===== src/rtl/obi_to_vx_dcache_bridge_if.sv =====
// Bus bundle for the OBI-to-VX dcache bridge: OBI slave port plus VX request/response port.
// The slave modport is the bridge's view; the master modport is the surrounding system's view.
interface obi_to_vx_dcache_bridge_if #(
    parameter int ADDR_WIDTH = 32,
    parameter int DATA_WIDTH = 32,
    parameter int TAG_WIDTH  = 2
);
    logic                    obi_req_i;
    logic                    obi_gnt_o;
    logic [ADDR_WIDTH-1:0]   obi_addr_i;
    logic                    obi_we_i;
    logic [DATA_WIDTH/8-1:0] obi_be_i;
    logic [DATA_WIDTH-1:0]   obi_wdata_i;
    logic                    obi_rvalid_o;
    logic [DATA_WIDTH-1:0]   obi_rdata_o;

    logic                    vx_req_valid_o;
    logic                    vx_req_rw_o;
    logic [DATA_WIDTH/8-1:0] vx_req_byteen_o;
    logic [ADDR_WIDTH-3:0]   vx_req_addr_o;
    logic [DATA_WIDTH-1:0]   vx_req_data_o;
    logic [TAG_WIDTH-1:0]    vx_req_tag_o;
    logic                    vx_req_ready_i;
    logic                    vx_rsp_valid_i;
    logic [DATA_WIDTH-1:0]   vx_rsp_data_i;
    logic [TAG_WIDTH-1:0]    vx_rsp_tag_i;
    logic                    vx_rsp_ready_o;
    logic                    err_o;

    modport slave (
        input  obi_req_i, obi_addr_i, obi_we_i, obi_be_i, obi_wdata_i,
        input  vx_req_ready_i, vx_rsp_valid_i, vx_rsp_data_i, vx_rsp_tag_i,
        output obi_gnt_o, obi_rvalid_o, obi_rdata_o,
        output vx_req_valid_o, vx_req_rw_o, vx_req_byteen_o, vx_req_addr_o,
        output vx_req_data_o, vx_req_tag_o, vx_rsp_ready_o, err_o
    );

    modport master (
        output obi_req_i, obi_addr_i, obi_we_i, obi_be_i, obi_wdata_i,
        output vx_req_ready_i, vx_rsp_valid_i, vx_rsp_data_i, vx_rsp_tag_i,
        input  obi_gnt_o, obi_rvalid_o, obi_rdata_o,
        input  vx_req_valid_o, vx_req_rw_o, vx_req_byteen_o, vx_req_addr_o,
        input  vx_req_data_o, vx_req_tag_o, vx_rsp_ready_o, err_o
    );
endinterface


===== src/rtl/obi_to_vx_dcache_bridge.sv =====
// OBI slave to VX dcache master bridge: tags requests with a ring slot, reorders VX read
// responses back into request order and synthesises OBI responses for writes.
module obi_to_vx_dcache_bridge #(
    parameter int ADDR_WIDTH      = 32,
    parameter int DATA_WIDTH      = 32,
    parameter int MAX_OUTSTANDING = 4,
    parameter int TAG_WIDTH       = $clog2(MAX_OUTSTANDING)
) (
    input logic                       clk_i,
    input logic                       rst_i,
    obi_to_vx_dcache_bridge_if.slave  bus
);
    localparam int BE_WIDTH  = DATA_WIDTH / 8;
    localparam int CNT_WIDTH = TAG_WIDTH + 1;
    localparam logic [CNT_WIDTH-1:0] MAX_CNT = CNT_WIDTH'(MAX_OUTSTANDING);

    logic [MAX_OUTSTANDING-1:0] ent_valid;
    logic [MAX_OUTSTANDING-1:0] ent_is_wr;
    logic [MAX_OUTSTANDING-1:0] ent_done;
    logic [DATA_WIDTH-1:0]      ent_data [MAX_OUTSTANDING];
    logic [TAG_WIDTH-1:0]       wr_ptr;
    logic [TAG_WIDTH-1:0]       rd_ptr;
    logic [CNT_WIDTH-1:0]       count;

    logic                       req_valid;
    logic                       req_rw;
    logic [BE_WIDTH-1:0]        req_be;
    logic [ADDR_WIDTH-3:0]      req_addr;
    logic [DATA_WIDTH-1:0]      req_data;
    logic [TAG_WIDTH-1:0]       req_tag;

    logic                       rsp_ready;
    logic                       rvalid;
    logic [DATA_WIDTH-1:0]      rdata;
    logic                       err;

    logic gnt;
    logic req_hs;
    logic rsp_hs;
    logic rsp_ok;
    logic retire;
    logic addr_lsb_unused;

    // Grant uses the registered count, so a full ring stays closed even in a retiring cycle.
    assign gnt    = bus.obi_req_i & (count < MAX_CNT) & (~req_valid | bus.vx_req_ready_i);
    assign req_hs = req_valid & bus.vx_req_ready_i;
    assign rsp_hs = bus.vx_rsp_valid_i & rsp_ready;
    assign rsp_ok = ent_valid[bus.vx_rsp_tag_i] & ~ent_is_wr[bus.vx_rsp_tag_i]
                    & ~ent_done[bus.vx_rsp_tag_i];
    assign retire = ent_valid[rd_ptr] & ent_done[rd_ptr];
    assign addr_lsb_unused = ^bus.obi_addr_i[1:0];

    always_ff @(posedge clk_i or posedge rst_i) begin
        if (rst_i) begin
            req_valid <= 1'b0;
            req_rw    <= 1'b0;
            req_be    <= '0;
            req_addr  <= '0;
            req_data  <= '0;
            req_tag   <= '0;
        end else if (gnt) begin
            req_valid <= 1'b1;
            req_rw    <= bus.obi_we_i;
            req_be    <= bus.obi_be_i;
            req_addr  <= bus.obi_addr_i[ADDR_WIDTH-1:2];
            req_data  <= bus.obi_wdata_i;
            req_tag   <= wr_ptr;
        end else if (req_hs) begin
            req_valid <= 1'b0;
        end
    end

    // Allocation, write completion, read completion and retirement never collide on one slot:
    // a full ring blocks grant, and a slot only retires once its done bit is already set.
    always_ff @(posedge clk_i or posedge rst_i) begin
        if (rst_i) begin
            ent_valid <= '0;
            ent_is_wr <= '0;
            ent_done  <= '0;
            for (int i = 0; i < MAX_OUTSTANDING; i++) ent_data[i] <= '0;
            wr_ptr    <= '0;
            rd_ptr    <= '0;
            count     <= '0;
        end else begin
            if (retire) begin
                ent_valid[rd_ptr] <= 1'b0;
                ent_done[rd_ptr]  <= 1'b0;
                rd_ptr            <= rd_ptr + TAG_WIDTH'(1);
            end
            if (gnt) begin
                ent_valid[wr_ptr] <= 1'b1;
                ent_is_wr[wr_ptr] <= bus.obi_we_i;
                ent_done[wr_ptr]  <= 1'b0;
                ent_data[wr_ptr]  <= '0;
                wr_ptr            <= wr_ptr + TAG_WIDTH'(1);
            end
            if (req_hs & req_rw) ent_done[req_tag] <= 1'b1;
            if (rsp_hs & rsp_ok) begin
                ent_data[bus.vx_rsp_tag_i] <= bus.vx_rsp_data_i;
                ent_done[bus.vx_rsp_tag_i] <= 1'b1;
            end
            count <= count + CNT_WIDTH'(gnt) - CNT_WIDTH'(retire);
        end
    end

    always_ff @(posedge clk_i or posedge rst_i) begin
        if (rst_i) begin
            rsp_ready <= 1'b0;
            rvalid    <= 1'b0;
            rdata     <= '0;
            err       <= 1'b0;
        end else begin
            rsp_ready <= 1'b1;
            rvalid    <= retire;
            rdata     <= (retire & ~ent_is_wr[rd_ptr]) ? ent_data[rd_ptr] : '0;
            if (rsp_hs & ~rsp_ok) err <= 1'b1;
        end
    end

    assign bus.obi_gnt_o       = gnt;
    assign bus.obi_rvalid_o    = rvalid;
    assign bus.obi_rdata_o     = rdata;
    assign bus.vx_req_valid_o  = req_valid;
    assign bus.vx_req_rw_o     = req_rw;
    assign bus.vx_req_byteen_o = req_be;
    assign bus.vx_req_addr_o   = req_addr;
    assign bus.vx_req_data_o   = req_data;
    assign bus.vx_req_tag_o    = req_tag;
    assign bus.vx_rsp_ready_o  = rsp_ready;
    assign bus.err_o           = err;
endmodule


===== src/flat_wrapper.sv =====
// flat-port wrapper written by rule: the top's interface ports become plain ports
module obi_to_vx_dcache_bridge_flat 
#(
    parameter int ADDR_WIDTH      = 32,
    parameter int DATA_WIDTH      = 32,
    parameter int MAX_OUTSTANDING = 4,
    parameter int TAG_WIDTH       = $clog2(MAX_OUTSTANDING)
)
  (clk_i, rst_i, bus_obi_req_i, bus_obi_addr_i, bus_obi_we_i, bus_obi_be_i, bus_obi_wdata_i, bus_vx_req_ready_i, bus_vx_rsp_valid_i, bus_vx_rsp_data_i, bus_vx_rsp_tag_i, bus_obi_gnt_o, bus_obi_rvalid_o, bus_obi_rdata_o, bus_vx_req_valid_o, bus_vx_req_rw_o, bus_vx_req_byteen_o, bus_vx_req_addr_o, bus_vx_req_data_o, bus_vx_req_tag_o, bus_vx_rsp_ready_o, bus_err_o);
  obi_to_vx_dcache_bridge_if #(.ADDR_WIDTH(ADDR_WIDTH), .DATA_WIDTH(DATA_WIDTH), .TAG_WIDTH(TAG_WIDTH)) bus_i ();
  input logic clk_i;
  input logic rst_i;
  input wire logic [$bits(bus_i.obi_req_i)-1:0] bus_obi_req_i;
  input wire logic [$bits(bus_i.obi_addr_i)-1:0] bus_obi_addr_i;
  input wire logic [$bits(bus_i.obi_we_i)-1:0] bus_obi_we_i;
  input wire logic [$bits(bus_i.obi_be_i)-1:0] bus_obi_be_i;
  input wire logic [$bits(bus_i.obi_wdata_i)-1:0] bus_obi_wdata_i;
  input wire logic [$bits(bus_i.vx_req_ready_i)-1:0] bus_vx_req_ready_i;
  input wire logic [$bits(bus_i.vx_rsp_valid_i)-1:0] bus_vx_rsp_valid_i;
  input wire logic [$bits(bus_i.vx_rsp_data_i)-1:0] bus_vx_rsp_data_i;
  input wire logic [$bits(bus_i.vx_rsp_tag_i)-1:0] bus_vx_rsp_tag_i;
  output wire logic [$bits(bus_i.obi_gnt_o)-1:0] bus_obi_gnt_o;
  output wire logic [$bits(bus_i.obi_rvalid_o)-1:0] bus_obi_rvalid_o;
  output wire logic [$bits(bus_i.obi_rdata_o)-1:0] bus_obi_rdata_o;
  output wire logic [$bits(bus_i.vx_req_valid_o)-1:0] bus_vx_req_valid_o;
  output wire logic [$bits(bus_i.vx_req_rw_o)-1:0] bus_vx_req_rw_o;
  output wire logic [$bits(bus_i.vx_req_byteen_o)-1:0] bus_vx_req_byteen_o;
  output wire logic [$bits(bus_i.vx_req_addr_o)-1:0] bus_vx_req_addr_o;
  output wire logic [$bits(bus_i.vx_req_data_o)-1:0] bus_vx_req_data_o;
  output wire logic [$bits(bus_i.vx_req_tag_o)-1:0] bus_vx_req_tag_o;
  output wire logic [$bits(bus_i.vx_rsp_ready_o)-1:0] bus_vx_rsp_ready_o;
  output wire logic [$bits(bus_i.err_o)-1:0] bus_err_o;
  assign bus_i.obi_req_i = bus_obi_req_i;
  assign bus_i.obi_addr_i = bus_obi_addr_i;
  assign bus_i.obi_we_i = bus_obi_we_i;
  assign bus_i.obi_be_i = bus_obi_be_i;
  assign bus_i.obi_wdata_i = bus_obi_wdata_i;
  assign bus_i.vx_req_ready_i = bus_vx_req_ready_i;
  assign bus_i.vx_rsp_valid_i = bus_vx_rsp_valid_i;
  assign bus_i.vx_rsp_data_i = bus_vx_rsp_data_i;
  assign bus_i.vx_rsp_tag_i = bus_vx_rsp_tag_i;
  assign bus_obi_gnt_o = bus_i.obi_gnt_o;
  assign bus_obi_rvalid_o = bus_i.obi_rvalid_o;
  assign bus_obi_rdata_o = bus_i.obi_rdata_o;
  assign bus_vx_req_valid_o = bus_i.vx_req_valid_o;
  assign bus_vx_req_rw_o = bus_i.vx_req_rw_o;
  assign bus_vx_req_byteen_o = bus_i.vx_req_byteen_o;
  assign bus_vx_req_addr_o = bus_i.vx_req_addr_o;
  assign bus_vx_req_data_o = bus_i.vx_req_data_o;
  assign bus_vx_req_tag_o = bus_i.vx_req_tag_o;
  assign bus_vx_rsp_ready_o = bus_i.vx_rsp_ready_o;
  assign bus_err_o = bus_i.err_o;
  obi_to_vx_dcache_bridge #(.ADDR_WIDTH(ADDR_WIDTH), .DATA_WIDTH(DATA_WIDTH), .MAX_OUTSTANDING(MAX_OUTSTANDING), .TAG_WIDTH(TAG_WIDTH)) u_core (.clk_i(clk_i), .rst_i(rst_i), .bus(bus_i));
endmodule

===== config.mk =====
export PLATFORM = sky130hd
export DESIGN_NAME = obi_to_vx_dcache_bridge_flat
export DESIGN_NICKNAME = d
export VERILOG_FILES = /design/src/rtl/obi_to_vx_dcache_bridge_if.sv /design/src/rtl/obi_to_vx_dcache_bridge.sv /design/src/flat_wrapper.sv
export SDC_FILE = /design/constraint.sdc
export NUM_CORES = 1
export LEC_CHECK = 0
export BUFFER_PORTS_ARGS = -buffer_cell sky130_fd_sc_hd__buf_2
export CELL_PAD_IN_SITES_DETAIL_PLACEMENT = 1
export CELL_PAD_IN_SITES_GLOBAL_PLACEMENT = 1
export CORE_ASPECT_RATIO = 1.5
export CORE_UTILIZATION = 46
export CTS_BUF_LIST = sky130_fd_sc_hd__clkbuf_4 sky130_fd_sc_hd__clkbuf_8 sky130_fd_sc_hd__clkbuf_16
export CTS_CLUSTER_SIZE = 24
export DETAILED_ROUTE_END_ITERATION = 10
export GPL_ROUTABILITY_DRIVEN = 0
export PLACE_DENSITY_LB_ADDON = 0.1
export SYNTH_ARGS = -nofsm -noshare
export SYNTH_HDL_FRONTEND = slang
export SYNTH_SLANG_ARGS = --single-unit

===== constraint.sdc =====
create_clock -name clk_i -period 20.8 [get_ports clk_i]
set_input_delay 2.08 -clock clk_i [delete_from_list [all_inputs] [get_ports clk_i]]
set_output_delay 2.08 -clock clk_i [all_outputs]
set_load 0.02 [all_outputs]

== After elaboration in Yosys (flattened, before gate mapping) ==
Cells that the tools add are included.
Storage, ports and cells
  output and inout port bits: 106
  flip-flop bits (word level): 252
  word-level logic and storage cells: 115
  input bits: 108
Operators by class
  multiplexer cells: 40
  add/sub/neg operators: 4
  bitwise gates (word level): 30
  $lt $le $gt $ge: 14
  reductions and logical operators: 7
Operator list (number)
  $mux 128: 2
  $mux 32: 5
  $and 128x128->128: 1
  $bwmux 128: 1
  $demux 32 s2: 2
  $not 128->128: 1
  $bmux 32 s2: 1
  $mux 4: 6
  $and 4x4->4: 3
  $bmux 1 s2: 6
  $lt 2x3->1 const B: 4
  $mux 1: 12
  $or 4x4->4: 3
  $and 1x1->1: 11
  $ge 3x3->1 const B: 3
  $not 2->3: 3
  $demux 1 s2: 4
  $ge 2x1->1 const B: 4
  $not 4->4: 2
  $logic_and 1x1->1: 6
  $lt 3x1->1 const B: 2
  $not 1->1: 5
  $add 2x1->2 const B: 2
  $bwmux 4: 1
  5 further kinds: 5

== Depth between registers and ports, before layout ==
Gate-level depths: netlist of run 1.
  depth after elaboration: 13
  depth in mapped cells: 11
  depth with buffers taken out: 9

== Least setup slack after synthesis of run 1 ==
No wires, ideal clock.
  kind: input to output
  start point: in bus_vx_req_ready_i
  end point: out bus_obi_gnt_o
  slack: 15.774 ns
  arrival: 2.946 ns
  cell stages on the path: 4
  path buffers: 2
  cell sequence: nand2b_1 nor3b_1 buf_2 buf_1
Between the ends
  word-level cells in the longest chain between the ends: 2
Ends and longest elaborated chain
  start: declaration: RTL line flat_wrapper.sv:18  | input wire logic [$bits(bus_i.vx_req_ready_i)-1:0] bus_vx_req_ready_i;
  $or 1x1->1: RTL line obi_to_vx_dcache_bridge.sv:45  | assign gnt = bus.obi_req_i & (count < MAX_CNT) & (~req_valid | bus.vx_req_ready_i);
  $and 1x1->1: RTL line obi_to_vx_dcache_bridge.sv:45
  end: declaration: RTL line flat_wrapper.sv:22  | output wire logic [$bits(bus_i.obi_gnt_o)-1:0] bus_obi_gnt_o;
No other way between the ends.

== Worst setup path in the final report of run 1 ==
Ends and elaborated chain as after synthesis.

==> impl_metrics.toml, run 1 <==
[status]
status = "finished, final reports clean"

[global_routing]
grt.met1_usage_pct = 30.4
grt_busiest_layer = "met2"
grt_max_degree = 154
grt_antenna_before_repair = 1
grt_overflow = 0
grt.total_usage_pct = 24.8
grt_pass1_vias = 8344
grt_pass1_wl_mm = 43.7
grtUsageMet3_pct = 5.35
gr-usage-met2_pct = 42.9

[flow_run]
cap_violations = 0

[critical_path]
cp.arrival_ps = 2710
cpMostUsedCell = "buf_2"
cpPeakStageDelay_ps = 200
ff2ff_setup_slack_ps = 17680
cp_cell_sequence = "buf_2 -> nand2b_1 -> nor3b_2 -> buf_2"
worstSetupEndpointType = "output port"
critical_path.max_fanout = 3
cp_slowest_cell = "nor3b_2"
cp.required_ps = 18720
crit_path_start_kind = "input pin"
crit_type = "in2out"

[clock_tree]
postCtsHoldBufs = 0
clock_sinks = 252
htreeDepth = 1
clockBufferDepth = 3
clock_latency_ps = 520
cts-buffers-inserted = 25
postCtsSetupBuffers = 0
clkTransAtPathRegs_ps = 60
tritoncts = "yes"
post_cts_resized = 0
clockRootBuffer = "clkbuf_16"

[synth]
synth.distinct_cells = 39
ys_warn_count = 0
synth.avg_cell_area_sq_um = 11.8
synth_nets = 983
ys_seq_elements = 252
yosysSeqAreaShare_pct = 61.8
netlist_area_sq_um = 10200
netlist_instances = 864
ys_top_cells_by_area = "dfrtp_1 (62%), nand2_1 (10%), a22o_1 (8.6%)"
synth_largest_type_area_fraction_pct = 61.8
synth_top_area_cell = "dfrtp_1"

[hold_path]
hold_class = "reg2reg"

[power_and_ir_drop]
powerDensity_nw_per_um2 = 80.2
vdd_ir_drop_max_mv = 0.0515
power_leakage_nw = 6.26

[route]
via_count = 7468
first_pass_iters = 4
drt_wl_total_mm = 26.8
drcViolationCount = 0
wire_per_inst_um = 19.9
via_per_inst = 5.55
ant_nets = 0
drtIter0Drc = 455

[timing]
slew_headroom_pct = 23.7
setup_violations = 0
worst_pin_slew_ps = 1140
slew_viol_final = 0
period_share_pct = 23.0
finalCriticalPeriod_ps = 4790
fmax_ghz = 0.209
clock-skew-final_ps = 6.32
setup_tns_ps = 0
rsz0062_at_grt = "false"
hold_viol = 0
fin_hold_ws_ps = 467

[cells_and_area]
final_common_cell = "nand2_1"
most-common-layout-cells = "nand2_1 (278), dfrtp_1 (250), buf_2 (211)"
n_antenna_cell = 0
nNetsFinal = 1178
final_core_utilization_pct = 56.7
drive_gt1_share_pct = 29.4
n_fill_cell = 2336
syn2layout_area_growth_pct = 20.6

[floorplan]
die-area_sq_um = 22800
die-width_um = 124
die_h_um = 184
start_util_pct = 47.0
coreArea_sq_um = 21700
ioPinCount = 214
fp-row-count = 66

[placed_design]
dp_hpwl_mm = 16.0
io_buffers = 211
metal layers:
metal  share of wire (%)  up-vias
met5               0.041        -
met2                  52      248
li1                    -     3345
met4                 2.3        2
met3                 6.5       46
met1                  40     3827
critical path: cells and delay by family:
family | cells | cell delay (ps)
buffers and inverters | 2 | 290
and+or+nand+nor | 2 | 330
registers in the layout (all words and copies together), names as in the netlist:
name	flops
u_core.bus.vx_rsp_ready_o	1
u_core.bus.vx_req_rw_o	1
u_core.count	3
u_core.ent_done	4
u_core.bus.vx_req_tag_o	2
u_core.bus.vx_req_data_o	32
u_core.wr_ptr	2
u_core.bus.err_o	1
u_core.rd_ptr	2
u_core.ent_is_wr	4
u_core.ent_valid	4
u_core.bus.vx_req_addr_o	30
u_core.bus.obi_rvalid_o	1
u_core.bus.obi_rdata_o	32
u_core.ent_data	128
u_core.bus.vx_req_valid_o	1
u_core.bus.vx_req_byteen_o	4
final timing paths:
check / startpoint / to / depth (start not counted)
worst max-delay path: bus_vx_req_ready_i / bus_obi_gnt_o / 4
worst min-delay path: u_core.bus.vx_req_addr_o[28] / u_core.bus.vx_req_addr_o[28] / 2
worst max register to register: u_core.bus.vx_req_valid_o / u_core.count[2] / 11
worst min register to register: u_core.bus.vx_req_addr_o[28] / u_core.bus.vx_req_addr_o[28] / 2
max in group asynchronous: rst_i / u_core.ent_data[46] / 3
min in group asynchronous: rst_i / u_core.bus.obi_rdata_o[5] / 2
synthesized netlist by cell type:
library cell,n
a21oi_1,4
xor2_1,1
ha_1,10
buf_2,28
nand3_1,10
a22o_1,100
o21ai_0,39
nand2b_1,2
buf_1,3
o21a_1,2
nand3_2,1
xnor2_1,2
nor4_4,2
a311o_1,4
clkbuf_1,22
nor4_1,1
nand4bb_1,2
fa_1,1
buf_4,1
nand2_1,278
dfrtp_1,252
or3b_1,1
nor2_1,4
and3_1,2
nand4_1,1
inv_2,1
nor2b_1,32
and2_1,1
conb_1,1
o21bai_1,1
nor3b_1,2
nor3_2,1
mux2_2,4
inv_1,10
mux4_2,33
clkbuf_2,1
o2111ai_1,1
o211ai_1,2
nand4b_1,1
metrics by stage:
stage	worst slack [ps]	instances	cell area, sq um	total power, mW
5_1_grt	15940	1346	12300	1.02
2_1_floorplan	11790	864	10200	0.533
4_1_cts	16000	1346	12300	1.00
3_5_place_dp	15840	1304	11500	0.561
6_report	16010	1346	12300	0.987
3_3_place_gp	15900	1304	11500	0.559
power by group:
group	leakage, nW	switching [mW]	internal [mW]
sequential	3.42	0.00436	0.498
clock	0.401	0.186	0.251
combinational	2.44	0.0326	0.0159
total	6.26	0.223	0.764
final cells by class:
cell class / instances / area [sq um] / area share, %
inverters: 11 / 48.8 / 0.396
well taps: 272 / 340 / 2.77
flip-flops and latches: 252 / 6310 / 51.3
multi-input cells: 546 / 3670 / 29.8
clock inverters: 5 / 25.0 / 0.203
repair buffers: 223 / 1160 / 9.41
clock buffers: 37 / 759 / 6.17
kinds of logic (layout without fill, tap and decap cells):
family	Yosys count	count (layout)	synth area share (%)
and+or+nand+nor	341	341	14.4
adders and majority gates	11	11	1.42
buffers and inverters	66	276	2.82
muxes	37	37	7.72
DFF	252	252	61.8
other	1	1	0.0367
AOI/OAI and AO/OA	153	153	11.5
xor gates and xnor gates	3	3	0.258
Note: power is estimated with default switching activity, not from simulation.
==> run 2: changes to the inputs <==
--- a/config.mk
+++ b/config.mk
@@ -9,7 +9,7 @@
 export CELL_PAD_IN_SITES_DETAIL_PLACEMENT = 1
 export CELL_PAD_IN_SITES_GLOBAL_PLACEMENT = 1
 export CORE_ASPECT_RATIO = 1.5
-export CORE_UTILIZATION = 46
+export CORE_UTILIZATION = 39
 export CTS_BUF_LIST = sky130_fd_sc_hd__clkbuf_4 sky130_fd_sc_hd__clkbuf_8 sky130_fd_sc_hd__clkbuf_16
 export CTS_CLUSTER_SIZE = 24
 export DETAILED_ROUTE_END_ITERATION = 10
==> constraint.sdc (replaced) <==
create_clock -name clk_i -period 4 [get_ports clk_i]
set_input_delay 0.4 -clock clk_i [delete_from_list [all_inputs] [get_ports clk_i]]
set_output_delay 0.4 -clock clk_i [all_outputs]
set_load 0.02 [all_outputs]
==> run 2 against run 1 <==
Final area up 1.9%. Routed wire length increased by 2.0%. Sequential power rose to 5.2 times the previous value. Clock skew is 9.4 ps higher. Global-route usage decreased by 3.8 points. Die area rose by 18%. Sequential share of layout area fell by 0.95 points. Flip-flop and latch count stayed put. Final cell count grew 5.4%. Utilization shrank 8.0 points. Clock power rose to 5.6 times the previous value. First-iteration DRC count decreased by 29%.
==> impl_metrics.toml, run 2 (synthesis results as in run 1) <==
[critical_path]
cpMostUsedCell = "buf_4"
worstSetupEndpointType = "output port"
critPathBufInv = 3
crit_path_start_kind = "flop"
critPathTopFamily = "buffers and inverters"
cp_slowest_cell = "buf_4"
rr_worst_depth = 9
ff2ff_setup_slack_ps = 1440
critical_path.max_fanout = 68
rr_endpoint = "u_core.count[2]"
cp.required_ps = 3600
crit_type = "reg2out"
r2r-start = "u_core.rd_ptr[0]"
cp.arrival_ps = 2450
cp_cell_sequence = "nand2b_1 -> nor3b_2 -> buf_4 -> buf_4 -> buf_2"
cpPeakStageDelay_ps = 620

[route]
wire_per_inst_um = 19.3
first_pass_iters = 4
via_count = 7444
drtIter0Drc = 322
ant_nets = 0
via_per_inst = 5.25
drt_wl_total_mm = 27.3
drcViolationCount = 0

[cells_and_area]
fin_area_sq_um = 12500
final_common_cell = "nand2_1"
final_core_utilization_pct = 48.7
regMostFlops = "u_core.ent_data"
syn2layout_area_growth_pct = 22.9
drive_gt1_share_pct = 30.0
nNetsFinal = 1186
most-common-layout-cells = "nand2_1 (278), dfrtp_1 (250), buf_2 (211)"
largest_reg_flops = 128

[timing]
setup_tns_ps = 0
hold_viol = 0
setup_violations = 0
rsz0062_at_grt = "false"
finalCriticalPeriod_ps = 2850
slew_viol_final = 0
clock-skew-final_ps = 15.7
fin_hold_ws_ps = 57.2
fmax_ghz = 0.351
slew_headroom_pct = 37.2
period_share_pct = 71.3
worst_pin_slew_ps = 940

[clock_tree]
tritoncts = "yes"
htreeDepth = 1
post_cts_resized = 0
clockBufferDepth = 3
clock_latency_ps = 530
clkTransAtPathRegs_ps = 60
clockRootBuffer = "clkbuf_16"
cts-buffers-inserted = 26
clock_sinks = 252

[flow_run]
cap_violations = 0

[placed_design]
place_area_sq_um = 11700
io_buffers = 211
dp_hpwl_mm = 16.6

[hold_path]
hold_depth = 3
holdPathEnd = "u_core.bus.vx_req_addr_o[13]"
hold_class = "in2reg"
hp-start = "bus_obi_addr_i[15]"

[global_routing]
grt_max_degree = 87
grt.total_usage_pct = 21.0
grt_pass1_vias = 8170
grt_antenna_before_repair = 4
grt_overflow = 0
grt_pass1_wl_mm = 44.8

[power_and_ir_drop]
vdd_ir_drop_max_mv = 0.299
fin_total_pwr_mw = 5.31
power_leakage_nw = 6.33
powerDensity_nw_per_um2 = 424

[floorplan]
die-width_um = 134
die_h_um = 200
ioPinCount = 214
die-area_sq_um = 26800
start_util_pct = 39.6
fp-row-count = 72
coreArea_sq_um = 25800

[status]
status = "finished, final reports clean"
## run 2: changes by cell type in the layout (fill, tap and decap cells not counted), sizes merged
cell,delta
inv,-1
buf,+6
bufinv,+1
clkinv,-1
clkbuf,+4
clkinvlp,+1
diode,+1
dlygate4sd3,+1
## run 2: repair_timing
item	CTS	global route
endpoints found under the hold margin	15	0
hold buffers	1	0
setup buffers	0	0
## run 2: worst max path at each step
stage                               from                to  depth (start not counted)
2_1_floorplan                      rst_i  u_core.bus.err_o                          1
3_3_place_gp            u_core.rd_ptr[0]   u_core.count[2]                          9
3_5_place_dp            u_core.rd_ptr[0]   u_core.count[2]                          9
4_1_cts        u_core.bus.vx_req_valid_o     bus_obi_gnt_o                          5
5_1_grt        u_core.bus.vx_req_valid_o     bus_obi_gnt_o                          5
6_report       u_core.bus.vx_req_valid_o     bus_obi_gnt_o                          5
## run 2: through the flow
| step | worst slack, ps | instances |
|---|---|---|
| 4_1_cts | 1080 | 1418 |
| 6_report | 1150 | 1419 |
| 2_1_floorplan | 284 | 864 |
| 5_1_grt | 973 | 1419 |
| 3_5_place_dp | 1440 | 1371 |
| 3_3_place_gp | 1500 | 1371 |
## run 2: layout make-up
type	instances	area, sq um
fillers	2805	13200
flip-flops and latches	252	6310
multi-input cells	546	3670
repair buffers	230	1240
clock buffers	41	812
well taps	333	417
clock inverters	5	50.0
inverters	11	45.0
diodes	1	2.50
## run 2: routing by layer
layer	up-vias	GRT usage, %	part of all wire, %
li1	3375	-	-
met2	209	35.6	50
met4	6	5.66	2.4
met3	47	5.04	6.7
met5	-	0	0.12
met1	3807	26.7	41
## run 2: power by group
| group | leakage (nW) | internal [mW] | total, mW | switching, mW |
|---|---|---|---|---|
| clock network | 0.440 | 1.45 | 2.44 | 0.991 |
| registers | 3.42 | 2.59 | 2.61 | 0.0220 |
| logic | 2.48 | 0.0882 | 0.261 | 0.173 |
| total | 6.33 | 4.13 | 5.31 | 1.19 |
## run 2: worst min-delay path, stage by stage
cell and delay (ps):
buf_2 80, nand2_1 40, nand2_1 40
==> run 3: changes to the inputs <==
--- a/config.mk
+++ b/config.mk
@@ -9,7 +9,7 @@
 export CELL_PAD_IN_SITES_DETAIL_PLACEMENT = 1
 export CELL_PAD_IN_SITES_GLOBAL_PLACEMENT = 1
 export CORE_ASPECT_RATIO = 1.5
-export CORE_UTILIZATION = 39
+export CORE_UTILIZATION = 43
 export CTS_BUF_LIST = sky130_fd_sc_hd__clkbuf_4 sky130_fd_sc_hd__clkbuf_8 sky130_fd_sc_hd__clkbuf_16
 export CTS_CLUSTER_SIZE = 24
 export DETAILED_ROUTE_END_ITERATION = 10
==> constraint.sdc (replaced) <==
create_clock -name clk_i -period 3 [get_ports clk_i]
set_input_delay 0.3 -clock clk_i [delete_from_list [all_inputs] [get_ports clk_i]]
set_output_delay 0.3 -clock clk_i [all_outputs]
set_load 0.02 [all_outputs]
==> run 3 against run 2 <==
Final area rose by 5.2%. Power rose by 32%. Utilization rose by 8.3 points. Non-clock buffer count rose by 71. Setup slack got worse by 540 ps. Via count rose by 4.8%. Flip-flop and latch count did not move. Routed wire length rose by 6.3%. Sequential share of layout area fell by 2.5 points. Clock skew rose by 3.3 ps. Clock-buffer cell count fell by 3. Combinational power rose by 64%. Critical endpoint is now u_core.count[2]. Largest power group unchanged.
==> impl_metrics.toml, run 3 (synthesis results as in run 1) <==
[status]
status = "finished, final reports clean"

[placed_design]
dp_hpwl_mm = 16.8
io_buffers = 211
dp_slack_ps = 616

[global_routing]
grt.met1_usage_pct = 30.2
grt_max_degree = 83
grt_busiest_layer = "met2"
grt_overflow = 0
grt_antenna_before_repair = 3
grt_pass1_wl_mm = 47.5
grt.total_usage_pct = 24.8
gr-usage-met2_pct = 44.7
grt_pass1_vias = 8808
grtUsageMet3_pct = 4.83

[route]
drcViolationCount = 0
via_count = 7802
drt_wl_total_mm = 29.0
via_per_inst = 5.30
wire_per_inst_um = 19.7
first_pass_iters = 4
drtIter0Drc = 239
ant_nets = 0

[cells_and_area]
nNetsFinal = 1256
most-common-layout-cells = "nand2_1 (278), dfrtp_1 (250), buf_2 (211)"
n_fill_cell = 2484
final_common_cell = "nand2_1"
largest_reg_flops = 128
drive_gt1_share_pct = 28.4
multi_input_area_sq_um = 3660
syn2layout_area_growth_pct = 29.3
final_core_utilization_pct = 57.0
regMostFlops = "u_core.ent_data"
final-seq-area_sq_um = 6310

[floorplan]
ioPinCount = 214
coreArea_sq_um = 23100
die-width_um = 128
die_h_um = 191
fp-row-count = 68
die-area_sq_um = 24400
start_util_pct = 44.1

[clock_tree]
post_cts_resized = 0
postCtsHoldBufs = 67
tritoncts = "yes"
clockBufferDepth = 3
htreeDepth = 1
clock_sinks = 252
cts-buffers-inserted = 25
postCtsSetupBuffers = 0
clkTransAtPathRegs_ps = 70
clock_latency_ps = 530
clockRootBuffer = "clkbuf_16"

[critical_path]
cpMostUsedCell = "ha_1"
crit_type = "reg2reg"
crit_path_start_kind = "flop"
startpoint = "u_core.rd_ptr[1]"
cp_slowest_cell = "dfrtp_2"
cp.required_ps = 3410
cpPeakStageDelay_ps = 460
cp.arrival_ps = 2800
critPathBufInv = 1
r2r-start = "u_core.rd_ptr[1]"
ff2ff_setup_slack_ps = 610
critical_path.max_fanout = 8
critPathTopFamily = "adder cells"
cp_cell_sequence = "nand3_1 -> o211ai_1 -> and2_1 -> ha_1 -> inv_1 -> ha_1 -> fa_1 -> xor2_1 -> xnor2_1"
worstSetupEndpointType = "flop"

[hold_path]
hp-start = "bus_vx_rsp_data_i[29]"
hold_class = "in2reg"

[timing]
worst_pin_slew_ps = 752
setup_violations = 0
slew_viol_final = 0
clock-skew-final_ps = 19.0
fmax_ghz = 0.418
setup_tns_ps = 0
slew_headroom_pct = 49.8
layout_setup_ws_ps = 607
rsz0062_at_grt = "false"
period_share_pct = 79.8
hold_viol = 0
finalCriticalPeriod_ps = 2390

[power_and_ir_drop]
seq_power_share_pct = 49.5
power_leakage_nw = 6.62
clkPwrFrac_pct = 44.4
powerDensity_nw_per_um2 = 533
vdd_ir_drop_max_mv = 0.383
internal_power_mw = 5.44
switchingPower_mw = 1.59
p_sw_share_pct = 22.6
p_comb_share_pct = 6.1

[flow_run]
cap_violations = 0
-- run 3: cell count changes in the layout (fill, tap and decap cells not counted) --
cell | before | now
buf_12 | 3 | 5
buf_4 | 15 | 18
clkbuf_16 | 27 | 25
clkbuf_4 | 9 | 8
diode_2 | 1 | 2
dlygate4sd3_1 | 1 | 67
inv_6 | 0 | 1
nand3_1 | 9 | 10
nand3_2 | 2 | 1
-- run 3: layer usage --
| layer | wire [um] | share of wire, % | vias up |
|---|---|---|---|
| met3 | 1470 | 5.1 | 44 |
| met2 | 15200 | 52 | 219 |
| met1 | 11700 | 40 | 4029 |
| li1 | - | - | 3506 |
| met4 | 655 | 2.3 | 4 |
| met5 | 23 | 0.079 | - |
-- run 3: path summary, 6_finish.rpt --
kind / to / depth (start not counted)
min: u_core.ent_data[125] / 3
max in group asynchronous: u_core.bus.obi_rdata_o[30] / 4
min in group asynchronous: u_core.bus.obi_rdata_o[9] / 3
max: u_core.count[2] / 9
max reg2reg: u_core.count[2] / 9
min reg2reg: u_core.bus.vx_req_data_o[31] / 2
-- run 3: worst reg2reg max path: cells and delay by family (launching register included) --
family,cells,cell delay [ps]
fa+ha+maj,3,890
buf+inv,1,40
simple gates,2,380
compound gates,1,200
xor+xnor,2,310
flops,1,460
-- run 3: stage by stage --
| stage | hold WS, ps | power [mW] | area [sq um] | std cells |
|---|---|---|---|---|
| 5_1_grt | 36.8 | 7.26 | 13200 | 1470 |
| 3_5_place_dp | 305 | 3.90 | 11700 | 1358 |
| 3_3_place_gp | 306 | 3.89 | 11700 | 1358 |
| 2_1_floorplan | 405 | 3.70 | 10200 | 864 |
| 4_1_cts | 6.90 | 7.12 | 13200 | 1469 |
| 6_report | 30.8 | 7.03 | 13200 | 1471 |
-- run 3: cell type report --
| type | instances | share of cell area, % |
|---|---|---|
| sequential | 252 | 47.8 |
| multi-input combinational | 546 | 27.8 |
| timing repair buffer | 301 | 14.9 |
| clock buffer | 38 | 5.72 |
| tap | 315 | 2.99 |
| clock inverter | 6 | 0.446 |
| inverter | 11 | 0.341 |
| antenna | 2 | 0.0379 |
-- run 3: power groups by stage --
stage	clock [mW]	sequential [mW]	combinational, mW
final	3.13	3.48	0.427
after global routing	3.31	3.49	0.468
after CTS	3.21	3.48	0.426
after detailed placement	0	3.54	0.358
after global placement	0	3.54	0.353
after floorplan	0	3.60	0.0963
